## src/rtl/hazard_unit_pkg.sv

```systemverilog
// Shared types for the pipeline hazard controller: forwarding selects,
// result-source encoding and the memory-wait FSM state.
package hazard_unit_pkg;

    typedef enum logic [1:0] {
        FWD_RF = 2'b00,
        FWD_W  = 2'b01,
        FWD_M  = 2'b10
    } fwd_sel_t;

    localparam logic [1:0] RESULT_LOAD = 2'b01;

    typedef enum logic {
        RUN      = 1'b0,
        MEM_WAIT = 1'b1
    } hz_state_t;

    // x0 is hardwired zero, so a write to it never creates a dependency.
    function automatic logic reg_match(input logic [4:0] rd, input logic [4:0] rs);
        return (rd != '0) && (rd == rs);
    endfunction

endpackage

```

## src/rtl/hazard_unit_if.sv

```systemverilog
// Pipeline <-> hazard unit signal bundle. The pipeline side is the master,
// the hazard unit the slave.
interface hazard_unit_if #(
    parameter int unsigned CNT_W = 32
);
    import hazard_unit_pkg::*;

    logic [4:0]       Rs1D, Rs2D, Rs1E, Rs2E, RdE, RdM, RdW;
    logic [1:0]       ResultSrcE;
    logic             RegWriteM, RegWriteW, PCSrcE, MemReqM, MemReadyM;
    fwd_sel_t         ForwardAE, ForwardBE;
    logic             StallF, StallD, StallE, StallM;
    logic             FlushD, FlushE, FlushW, MemErr;
    logic [CNT_W-1:0] StallCycles;

    modport master (
        output Rs1D, Rs2D, Rs1E, Rs2E, RdE, RdM, RdW, ResultSrcE,
               RegWriteM, RegWriteW, PCSrcE, MemReqM, MemReadyM,
        input  ForwardAE, ForwardBE, StallF, StallD, StallE, StallM,
               FlushD, FlushE, FlushW, MemErr, StallCycles
    );

    modport slave (
        input  Rs1D, Rs2D, Rs1E, Rs2E, RdE, RdM, RdW, ResultSrcE,
               RegWriteM, RegWriteW, PCSrcE, MemReqM, MemReadyM,
        output ForwardAE, ForwardBE, StallF, StallD, StallE, StallM,
               FlushD, FlushE, FlushW, MemErr, StallCycles
    );

endinterface

```

## src/rtl/hazard_unit_fwd_sel.sv

```systemverilog
// Forwarding select for one Execute operand; the M-stage result is newer
// than the W-stage result and therefore takes priority.
module fwd_sel
    import hazard_unit_pkg::*;
(
    input  logic [4:0] RsE_i,
    input  logic [4:0] RdM_i,
    input  logic [4:0] RdW_i,
    input  logic       RegWriteM_i,
    input  logic       RegWriteW_i,
    output fwd_sel_t   Fwd_o
);

    always_comb begin
        Fwd_o = FWD_RF;
        if (RegWriteM_i && reg_match(RdM_i, RsE_i)) begin
            Fwd_o = FWD_M;
        end else if (RegWriteW_i && reg_match(RdW_i, RsE_i)) begin
            Fwd_o = FWD_W;
        end
    end

endmodule

```

## src/rtl/hazard_unit.sv

```systemverilog
// Hazard controller for the 5-stage core: operand forwarding, load-use and
// branch handling, and a data-memory wait FSM with timeout.
module hazard_unit
    import hazard_unit_pkg::*;
#(
    parameter int unsigned MEM_TIMEOUT = 16,
    parameter int unsigned CNT_W       = 32
) (
    input  logic         clk,
    input  logic         rst,
    hazard_unit_if.slave hz
);

    localparam int unsigned WAIT_W = (MEM_TIMEOUT > 2) ? $clog2(MEM_TIMEOUT) : 1;
    localparam logic [WAIT_W-1:0] WAIT_LAST = WAIT_W'(MEM_TIMEOUT - 1);

    hz_state_t         state_q, state_d;
    logic [WAIT_W-1:0] wait_cnt_q, wait_cnt_d;
    logic [CNT_W-1:0]  stall_cnt_q, stall_cnt_d;

    fwd_sel_t fwd_a, fwd_b;
    logic     load_use;
    logic     stall_f, stall_d, stall_e, stall_m;
    logic     flush_d, flush_e, flush_w, mem_err;

    fwd_sel u_fwd_a (
        .RsE_i       (hz.Rs1E),
        .RdM_i       (hz.RdM),
        .RdW_i       (hz.RdW),
        .RegWriteM_i (hz.RegWriteM),
        .RegWriteW_i (hz.RegWriteW),
        .Fwd_o       (fwd_a)
    );

    fwd_sel u_fwd_b (
        .RsE_i       (hz.Rs2E),
        .RdM_i       (hz.RdM),
        .RdW_i       (hz.RdW),
        .RegWriteM_i (hz.RegWriteM),
        .RegWriteW_i (hz.RegWriteW),
        .Fwd_o       (fwd_b)
    );

    assign load_use = (hz.ResultSrcE == RESULT_LOAD) &&
                      (reg_match(hz.RdE, hz.Rs1D) || reg_match(hz.RdE, hz.Rs2D));

    always_comb begin
        state_d    = state_q;
        wait_cnt_d = wait_cnt_q;
        stall_f    = 1'b0;
        stall_d    = 1'b0;
        stall_e    = 1'b0;
        stall_m    = 1'b0;
        flush_d    = 1'b0;
        flush_e    = 1'b0;
        flush_w    = 1'b0;
        mem_err    = 1'b0;
        unique case (state_q)
            RUN: begin
                if (hz.MemReqM && !hz.MemReadyM) begin
                    state_d = MEM_WAIT;
                    {stall_f, stall_d, stall_e, stall_m} = '1;
                    flush_w = 1'b1;
                end else if (hz.PCSrcE) begin
                    flush_d = 1'b1;
                    flush_e = 1'b1;
                end else if (load_use) begin
                    stall_f = 1'b1;
                    stall_d = 1'b1;
                    flush_e = 1'b1;
                end
            end
            MEM_WAIT: begin
                // Branches are ignored here: E is frozen and re-presents on release.
                if (hz.MemReadyM) begin
                    state_d    = RUN;
                    wait_cnt_d = '0;
                end else if (wait_cnt_q == WAIT_LAST) begin
                    state_d    = RUN;
                    wait_cnt_d = '0;
                    flush_w    = 1'b1;
                    mem_err    = 1'b1;
                end else begin
                    {stall_f, stall_d, stall_e, stall_m} = '1;
                    flush_w    = 1'b1;
                    wait_cnt_d = wait_cnt_q + 1'b1;
                end
            end
            default: state_d = RUN;
        endcase
    end

    always_comb begin
        stall_cnt_d = stall_cnt_q;
        if (stall_f && (stall_cnt_q != '1)) begin
            stall_cnt_d = stall_cnt_q + 1'b1;
        end
    end

    always_ff @(posedge clk or posedge rst) begin
        if (rst) begin
            state_q     <= RUN;
            wait_cnt_q  <= '0;
            stall_cnt_q <= '0;
        end else begin
            state_q     <= state_d;
            wait_cnt_q  <= wait_cnt_d;
            stall_cnt_q <= stall_cnt_d;
        end
    end

    // While reset is held the pipeline is flushed and nothing stalls or forwards.
    assign hz.ForwardAE   = rst ? FWD_RF : fwd_a;
    assign hz.ForwardBE   = rst ? FWD_RF : fwd_b;
    assign hz.StallF      = stall_f & ~rst;
    assign hz.StallD      = stall_d & ~rst;
    assign hz.StallE      = stall_e & ~rst;
    assign hz.StallM      = stall_m & ~rst;
    assign hz.FlushD      = flush_d | rst;
    assign hz.FlushE      = flush_e | rst;
    assign hz.FlushW      = flush_w | rst;
    assign hz.MemErr      = mem_err & ~rst;
    assign hz.StallCycles = stall_cnt_q;

endmodule
```

## src/flat_wrapper.sv

```systemverilog
// flat-port wrapper written by rule: the top's interface ports become plain ports
module hazard_unit_flat import hazard_unit_pkg::*;
#(
    parameter int unsigned MEM_TIMEOUT = 16,
    parameter int unsigned CNT_W       = 32
)
  (clk, rst, hz_Rs1D, hz_Rs2D, hz_Rs1E, hz_Rs2E, hz_RdE, hz_RdM, hz_RdW, hz_ResultSrcE, hz_RegWriteM, hz_RegWriteW, hz_PCSrcE, hz_MemReqM, hz_MemReadyM, hz_ForwardAE, hz_ForwardBE, hz_StallF, hz_StallD, hz_StallE, hz_StallM, hz_FlushD, hz_FlushE, hz_FlushW, hz_MemErr, hz_StallCycles);
  hazard_unit_if #(.CNT_W(CNT_W)) hz_i ();
  input  logic clk;
  input  logic rst;
  input wire logic [$bits(hz_i.Rs1D)-1:0] hz_Rs1D;
  input wire logic [$bits(hz_i.Rs2D)-1:0] hz_Rs2D;
  input wire logic [$bits(hz_i.Rs1E)-1:0] hz_Rs1E;
  input wire logic [$bits(hz_i.Rs2E)-1:0] hz_Rs2E;
  input wire logic [$bits(hz_i.RdE)-1:0] hz_RdE;
  input wire logic [$bits(hz_i.RdM)-1:0] hz_RdM;
  input wire logic [$bits(hz_i.RdW)-1:0] hz_RdW;
  input wire logic [$bits(hz_i.ResultSrcE)-1:0] hz_ResultSrcE;
  input wire logic [$bits(hz_i.RegWriteM)-1:0] hz_RegWriteM;
  input wire logic [$bits(hz_i.RegWriteW)-1:0] hz_RegWriteW;
  input wire logic [$bits(hz_i.PCSrcE)-1:0] hz_PCSrcE;
  input wire logic [$bits(hz_i.MemReqM)-1:0] hz_MemReqM;
  input wire logic [$bits(hz_i.MemReadyM)-1:0] hz_MemReadyM;
  output wire logic [$bits(hz_i.ForwardAE)-1:0] hz_ForwardAE;
  output wire logic [$bits(hz_i.ForwardBE)-1:0] hz_ForwardBE;
  output wire logic [$bits(hz_i.StallF)-1:0] hz_StallF;
  output wire logic [$bits(hz_i.StallD)-1:0] hz_StallD;
  output wire logic [$bits(hz_i.StallE)-1:0] hz_StallE;
  output wire logic [$bits(hz_i.StallM)-1:0] hz_StallM;
  output wire logic [$bits(hz_i.FlushD)-1:0] hz_FlushD;
  output wire logic [$bits(hz_i.FlushE)-1:0] hz_FlushE;
  output wire logic [$bits(hz_i.FlushW)-1:0] hz_FlushW;
  output wire logic [$bits(hz_i.MemErr)-1:0] hz_MemErr;
  output wire logic [$bits(hz_i.StallCycles)-1:0] hz_StallCycles;
  assign hz_i.Rs1D = hz_Rs1D;
  assign hz_i.Rs2D = hz_Rs2D;
  assign hz_i.Rs1E = hz_Rs1E;
  assign hz_i.Rs2E = hz_Rs2E;
  assign hz_i.RdE = hz_RdE;
  assign hz_i.RdM = hz_RdM;
  assign hz_i.RdW = hz_RdW;
  assign hz_i.ResultSrcE = hz_ResultSrcE;
  assign hz_i.RegWriteM = hz_RegWriteM;
  assign hz_i.RegWriteW = hz_RegWriteW;
  assign hz_i.PCSrcE = hz_PCSrcE;
  assign hz_i.MemReqM = hz_MemReqM;
  assign hz_i.MemReadyM = hz_MemReadyM;
  assign hz_ForwardAE = hz_i.ForwardAE;
  assign hz_ForwardBE = hz_i.ForwardBE;
  assign hz_StallF = hz_i.StallF;
  assign hz_StallD = hz_i.StallD;
  assign hz_StallE = hz_i.StallE;
  assign hz_StallM = hz_i.StallM;
  assign hz_FlushD = hz_i.FlushD;
  assign hz_FlushE = hz_i.FlushE;
  assign hz_FlushW = hz_i.FlushW;
  assign hz_MemErr = hz_i.MemErr;
  assign hz_StallCycles = hz_i.StallCycles;
  hazard_unit #(.MEM_TIMEOUT(MEM_TIMEOUT), .CNT_W(CNT_W)) u_core (.clk(clk), .rst(rst), .hz(hz_i));
endmodule
```

## config.mk

```make
export PLATFORM = sky130hd
export DESIGN_NAME = hazard_unit_flat
export DESIGN_NICKNAME = d
export VERILOG_FILES = /design/src/rtl/hazard_unit_pkg.sv /design/src/rtl/hazard_unit_if.sv /design/src/rtl/hazard_unit_fwd_sel.sv /design/src/rtl/hazard_unit.sv /design/src/flat_wrapper.sv
export SDC_FILE = /design/constraint.sdc
export NUM_CORES = 1
export LEC_CHECK = 0
export CORE_ASPECT_RATIO = 1.1
export CORE_MARGIN = 8
export CORE_UTILIZATION = 45
export DETAILED_ROUTE_END_ITERATION = 7
export GPL_TIMING_DRIVEN = 1
export PLACE_DENSITY = 0.81
export SLEW_MARGIN = 20
export SYNTH_ARGS = -nofsm -noshare
export SYNTH_HDL_FRONTEND = slang
export SYNTH_SLANG_ARGS = --single-unit
export TNS_END_PERCENT = 30
```

## constraint.sdc

```tcl
create_clock -name clk -period 7.7 [get_ports clk]
set_clock_uncertainty 0.1 [all_clocks]
set_input_delay 1.54 -clock clk [delete_from_list [all_inputs] [get_ports clk]]
set_output_delay 1.54 -clock clk [all_outputs]
set_load 0.01 [all_outputs]
```

==> impl_metrics.ini, run 1 <==
[synthesis]
synth_seq_cells = 37
synth_top_area_cell = dfrtp_1
postSynth.asyncResetShare_pct = 100
synth_nets = 280
yosysWarnings = 0
synth_top_family_by_area = simple AND/OR/NAND/NOR gates
synth_ff_type = dfrtp_1
synthDistinctLibCells = 43
yosys.area_share.simple_pct = 27.9
synth_area_mm2 = 0.00244
yosysSeqAreaShare_pct = 38.0
synth_top_cell_area_share_pct = 38.0
synthMuxAreaShare_pct = 1.33
netlist_instances = 234
synthXorXnorAreaFrac_pct = 22.2
syn_area_per_cell_um2 = 10.4
yosys-top-cells-area = dfrtp_1, xnor2_1, xor2_1, nand4_2, and3_1
yosys.area_share.adder_pct = 1.03
synth_enable_flop_cells = 0
synth_compound_area_share_pct = 4.77

[cts]
clock-sinks = 37
max-clock-path-buffers = 2
cts-resized-gates = 0
cts_tree = done
hold_buffers = 0
htree_levels = 2
path_clk_slew_ps = 70
cts_root_buf = clkbuf_8
cts_buffers = 5
postCtsSetupRepairBufs = 0
clkLatencyLatePin_ps = 280

[critical_path]
critical-path-max-stage-delay_ps = 600
critPathRequiredTime_ps = 6060
critPathLaunchType = input pin
critical_path_peak_fanout = 4
path_common_cell = clkdlybuf4s50_1
arrival_ps = 3810
cpMaxStageDelayCell = clkdlybuf4s50_1
cp-end-kind = primary output
critical_path_class = input pin to primary output
worstPathCellList = clkdlybuf4s50_1, or4_1, o21ai_1, nor3_1, nor4_1, clkdlybuf4s50_1

[power]
vdd_drop_max_v = 0.0000707
power_uw = 533
clockPowerShare_pct = 32.3
p_sw_share_pct = 26.5
intPower_uw = 392
switchingPower_uw = 141
leakage_nw = 1.47
comb_power_share_pct = 24.5
seqPwrFrac_pct = 43.2
power.density_mw_per_mm2 = 155

[timing]
finalHoldViolCount = 0
rsz0062_at_grt = false
setup_tns_ps = 0
setup_viol = 0
fin_ws_ps = 2250
report.final.slew_viol_count = 0
tightestPinTransition_ps = 554
slew-limit-headroom_pct = 63.0
max_clock_freq_mhz = 184
min_period_ps = 5450
post-route-period-util_pct = 70.7

[cells_and_area]
antenna_cells = 0
area_growth_pct = 41.1
final_common_cell = clkdlybuf4s50_1
final_cell_mix = clkdlybuf4s50_1, xnor2_1, dfrtp_1, xor2_1, nand2_1
drive_above_1_share_pct = 11.2
design_area_mm2 = 0.00344
nNetsFinal = 366

[grt]
grt_max_degree = 40
grt_pass1_wl_um = 10500
grt_pass1_vias = 2183
gr-total-overflow = 0
grtUsageTotal_pct = 16.0
antenna_found_initial = 0

[detailed_routing]
wl_um = 6160
firstDrtPassIters = 5
antenna_left = 0
avgRoutedWirePerCell_um = 15.6
drc_errors = 0
drt_iter0_markers = 89
vias = 2070
viasPerCell = 5.23

[die]
die_height_um = 93.2
core-area_mm2 = 0.00529
num_rows = 28
dieArea_mm2 = 0.00803
io_pins = 88
start_util_pct = 46.1
die_w_um = 86.2

[placement]
place_ws_ps = 2230
place_area_mm2 = 0.00332
place_hpwl_um = 4880
gp_congestion = 0.804
place.port_buffers = 87

[flow_run]
maxCapViolCount = 0

[hold_path]
hold_class = flip-flop to flip-flop

[outcome]
status = finished clean
-- power groups by stage --
| stage | clock network [mW] | registers, mW | logic (mW) |
|---|---|---|---|
| finish | 0.172 | 0.230 | 0.131 |
| detailed placement | 0 | 0.234 | 0.132 |
| CTS | 0.176 | 0.230 | 0.133 |
| global placement | 0 | 0.234 | 0.130 |
| floorplan | 0 | 0.236 | 0.0605 |
| global route | 0.185 | 0.233 | 0.144 |
-- state kept, by name (all words and copies together), names as in the netlist --
signal and cells:
u_core.hz.StallCycles 32, u_core.wait_cnt_q 4, u_core.state_q 1
-- Yosys cell counts (all sizes together), types with 5 or more instances --
library cell,instances
or4,5
nor4,5
nor2,8
buf,10
nand4,22
and2,6
nand2,16
xnor2,40
xor2,21
dfrtp,37
nand3,12
and3,14
nor3,5
-- per-layer routing --
layer | part of all wire, % | vias to the layer above | GRT usage, % | routed length, µm
li1 | - | 1002 | - | -
met1 | 41 | 975 | 18.4 | 2530
met2 | 47 | 86 | 26.6 | 2910
met3 | 11 | 7 | 7.11 | 652
met4 | 0.96 | 0 | 3.88 | 59
met5 | 0 | - | 0 | 0
-- metrics by stage --
step / std cells / hold WS, ps / util (%)
global route: 396 / 417 / 65.0
global placement: 388 / 374 / 62.8
finish: 396 / 383 / 65.0
detailed placement: 388 / 381 / 62.8
CTS: 396 / 392 / 65.0
floorplan: 234 / 378 / -
-- cell type report --
| class | instances | area [µm²] |
|---|---|---|
| Tap cell | 75 | 93.8 |
| Fill cell | 441 | 1850 |
| Timing Repair Buffer | 89 | 886 |
| Inverter | 5 | 20.0 |
| Clock inverter | 1 | 30.0 |
| Sequential cell | 37 | 926 |
| Clock buffer | 7 | 86.3 |
| Multi-Input combinational cell | 182 | 1400 |
-- path summary, 6_finish.rpt --
kind	startpoint	end	slack [ps]	cells past startpoint
max in group asynchronous	rst	u_core.hz.StallCycles[19]$_DFFE_PP0P_	5390	3
min in group asynchronous	rst	u_core.hz.StallCycles[6]$_DFFE_PP0P_	1770	3
max reg2reg	u_core.wait_cnt_q[0]$_DFFE_PP0P_	u_core.hz.StallCycles[8]$_DFFE_PP0P_	5340	8
max	hz_RdM[1]	hz_ForwardAE[0]	2250	6
min	u_core.hz.StallCycles[17]$_DFFE_PP0P_	u_core.hz.StallCycles[17]$_DFFE_PP0P_	380	1
min reg2reg	u_core.hz.StallCycles[17]$_DFFE_PP0P_	u_core.hz.StallCycles[17]$_DFFE_PP0P_	380	1
-- worst max-delay path: cells and delay by family --
| family | cells | cell delay [ps] |
|---|---|---|
| buf+inv | 2 | 1060 |
| simple gates | 3 | 950 |
| compound gates | 1 | 250 |
-- cell families after synthesis --
group,after synthesis
compound gates,16
simple gates,100
mux,3
flops,37
buf+inv,15
xor+xnor,61
fa+ha+maj,2
Note: power is estimated with default switching activity, not from simulation.
==> run 2, diff against run 1 <==
- CORE_UTILIZATION: 45 -> 41
- PLACE_DENSITY: 0.81 -> 0.77
- clock period: 7.7 -> 4.6 ns (I/O delays scaled with it)
==> run 2 against run 1 <==
Routed wire length is 3.4% lower. Non-clock buffer count stayed put. Die area is 8.0% higher. Clock power is 67% higher.
==> impl_metrics.ini, run 2 (synthesis results as in run 1) <==
[outcome]
status = finished clean

[cells_and_area]
antenna_cells = 0
final_cell_mix = clkdlybuf4s50_1, xnor2_1, dfrtp_1, xor2_1, nand2_1
nNetsFinal = 366
area_growth_pct = 41.2
final_common_cell = clkdlybuf4s50_1
fin_util_pct = 59.6
drive_above_1_share_pct = 11.2
nFillCells = 494
largest_reg_flops = 32
final_cells = 398

[critical_path]
critPathRequiredTime_ps = 3580
cp-end-kind = primary output
critPathLaunchType = input pin
ff2ff_setup_slack_ps = 2390
r2r_start = u_core.wait_cnt_q[0]$_DFFE_PP0P_
arrival_ps = 3290
critical_path_peak_fanout = 4
r2r_cells = 7
regToRegEndpoint = u_core.hz.StallCycles[1]$_DFFE_PP0P_
critical_path_class = input pin to primary output

[power]
vdd_drop_max_v = 0.000140
power.density_mw_per_mm2 = 259
leakage_nw = 1.47

[detailed_routing]
firstDrtPassIters = 4
wl_um = 5950
vias = 2062
avgRoutedWirePerCell_um = 15.0
viasPerCell = 5.18
drt_iter0_markers = 86
antenna_left = 0
drc_errors = 0

[die]
start_util_pct = 42.2
die_height_um = 96.9
dieArea_mm2 = 0.00867
io_pins = 88
die_w_um = 89.5
num_rows = 29
core-area_mm2 = 0.00577

[grt]
grt_max_degree = 40
gr-total-overflow = 0
grtUsageTotal_pct = 14.0
grt_pass1_wl_um = 9880
grt_pass1_vias = 2137
antenna_found_initial = 0

[timing]
slew-limit-headroom_pct = 62.2
setup_tns_ps = 0
min_period_ps = 4310
rsz0062_at_grt = false
report.final.slew_viol_count = 0
finalHoldViolCount = 0
tightestPinTransition_ps = 567
post-route-period-util_pct = 93.7
setup_viol = 0
max_clock_freq_mhz = 232

[cts]
max-clock-path-buffers = 2
clkLatencyLatePin_ps = 290
cts_buffers = 5
path_clk_slew_ps = 70
hold_buffers = 0
postCtsSetupRepairBufs = 0
cts_root_buf = clkbuf_8
htree_levels = 2
cts-resized-gates = 0
cts_tree = done
clock-sinks = 37

[flow_run]
maxCapViolCount = 0

[hold_path]
worstHoldStart = u_core.hz.StallCycles[23]$_DFFE_PP0P_
hold_path_depth = 1
hold_class = flip-flop to flip-flop
holdPathEnd = u_core.hz.StallCycles[23]$_DFFE_PP0P_

[placement]
gp_congestion = 0.841
place_inst = 390
place_hpwl_um = 4720
place.port_buffers = 87
-- run 2: cell counts in the layout (fill, tap and decap cells not counted) --
Identical to the previous run, type by type.
-- run 2: through the flow --
step	hold WS (ps)	cell area (µm²)	power (mW)	setup slack, ps
after floorplan	378	2440	0.496	739
after global placement	378	3320	0.608	445
after detailed placement	385	3320	0.613	323
after CTS	395	3440	0.901	337
after global routing	411	3440	0.934	146
final	392	3440	0.891	291
-- run 2: per-layer routing --
metal / up-vias / share of wire, % / GRT usage (%)
met3: 4 / 10 / 6.60
met1: 977 / 41 / 16.6
li1: 1002 / - / -
met5: - / 0 / 0
met2: 79 / 48 / 22.0
met4: 0 / 0.49 / 3.46
-- run 2: how the worst max path moves through the flow --
stage / startpoint / end / slack (ps) / cells after the start
floorplan: rst / hz_ForwardAE[0] / 740 / 4
finish: hz_RdM[1] / hz_ForwardBE[0] / 290 / 6
global route: hz_RdM[1] / hz_ForwardBE[0] / 150 / 6
global placement: hz_RdM[1] / hz_ForwardBE[0] / 450 / 6
CTS: hz_RdM[1] / hz_ForwardBE[0] / 340 / 6
detailed placement: hz_RdM[1] / hz_ForwardBE[0] / 320 / 6
-- run 2: layout make-up --
class                           count  area (µm²)  area share (%)
Sequential cell                    37         926            26.9
Multi-Input combinational cell    182        1400            40.6
Clock buffer                        7        86.3            2.51
Tap cell                           77        96.3            2.80
Inverter                            5        20.0           0.582
Timing Repair Buffer               89         886            25.7
Clock inverter                      1        30.0           0.873
-- run 2: worst max-delay path: stages --
cell,delay (ps)
clkdlybuf4s50_1,470
or4_1,560
o21ai_1,250
nor3_1,100
nor4_1,360
clkdlybuf4s50_1,630
-- run 2: report_power, final --
part	total (mW)	internal (mW)	leakage, nW	switching (mW)
clock network	0.288	0.177	0.0585	0.111
logic	0.217	0.126	0.905	0.0909
registers	0.386	0.353	0.503	0.0326
total	0.891	0.656	1.47	0.235
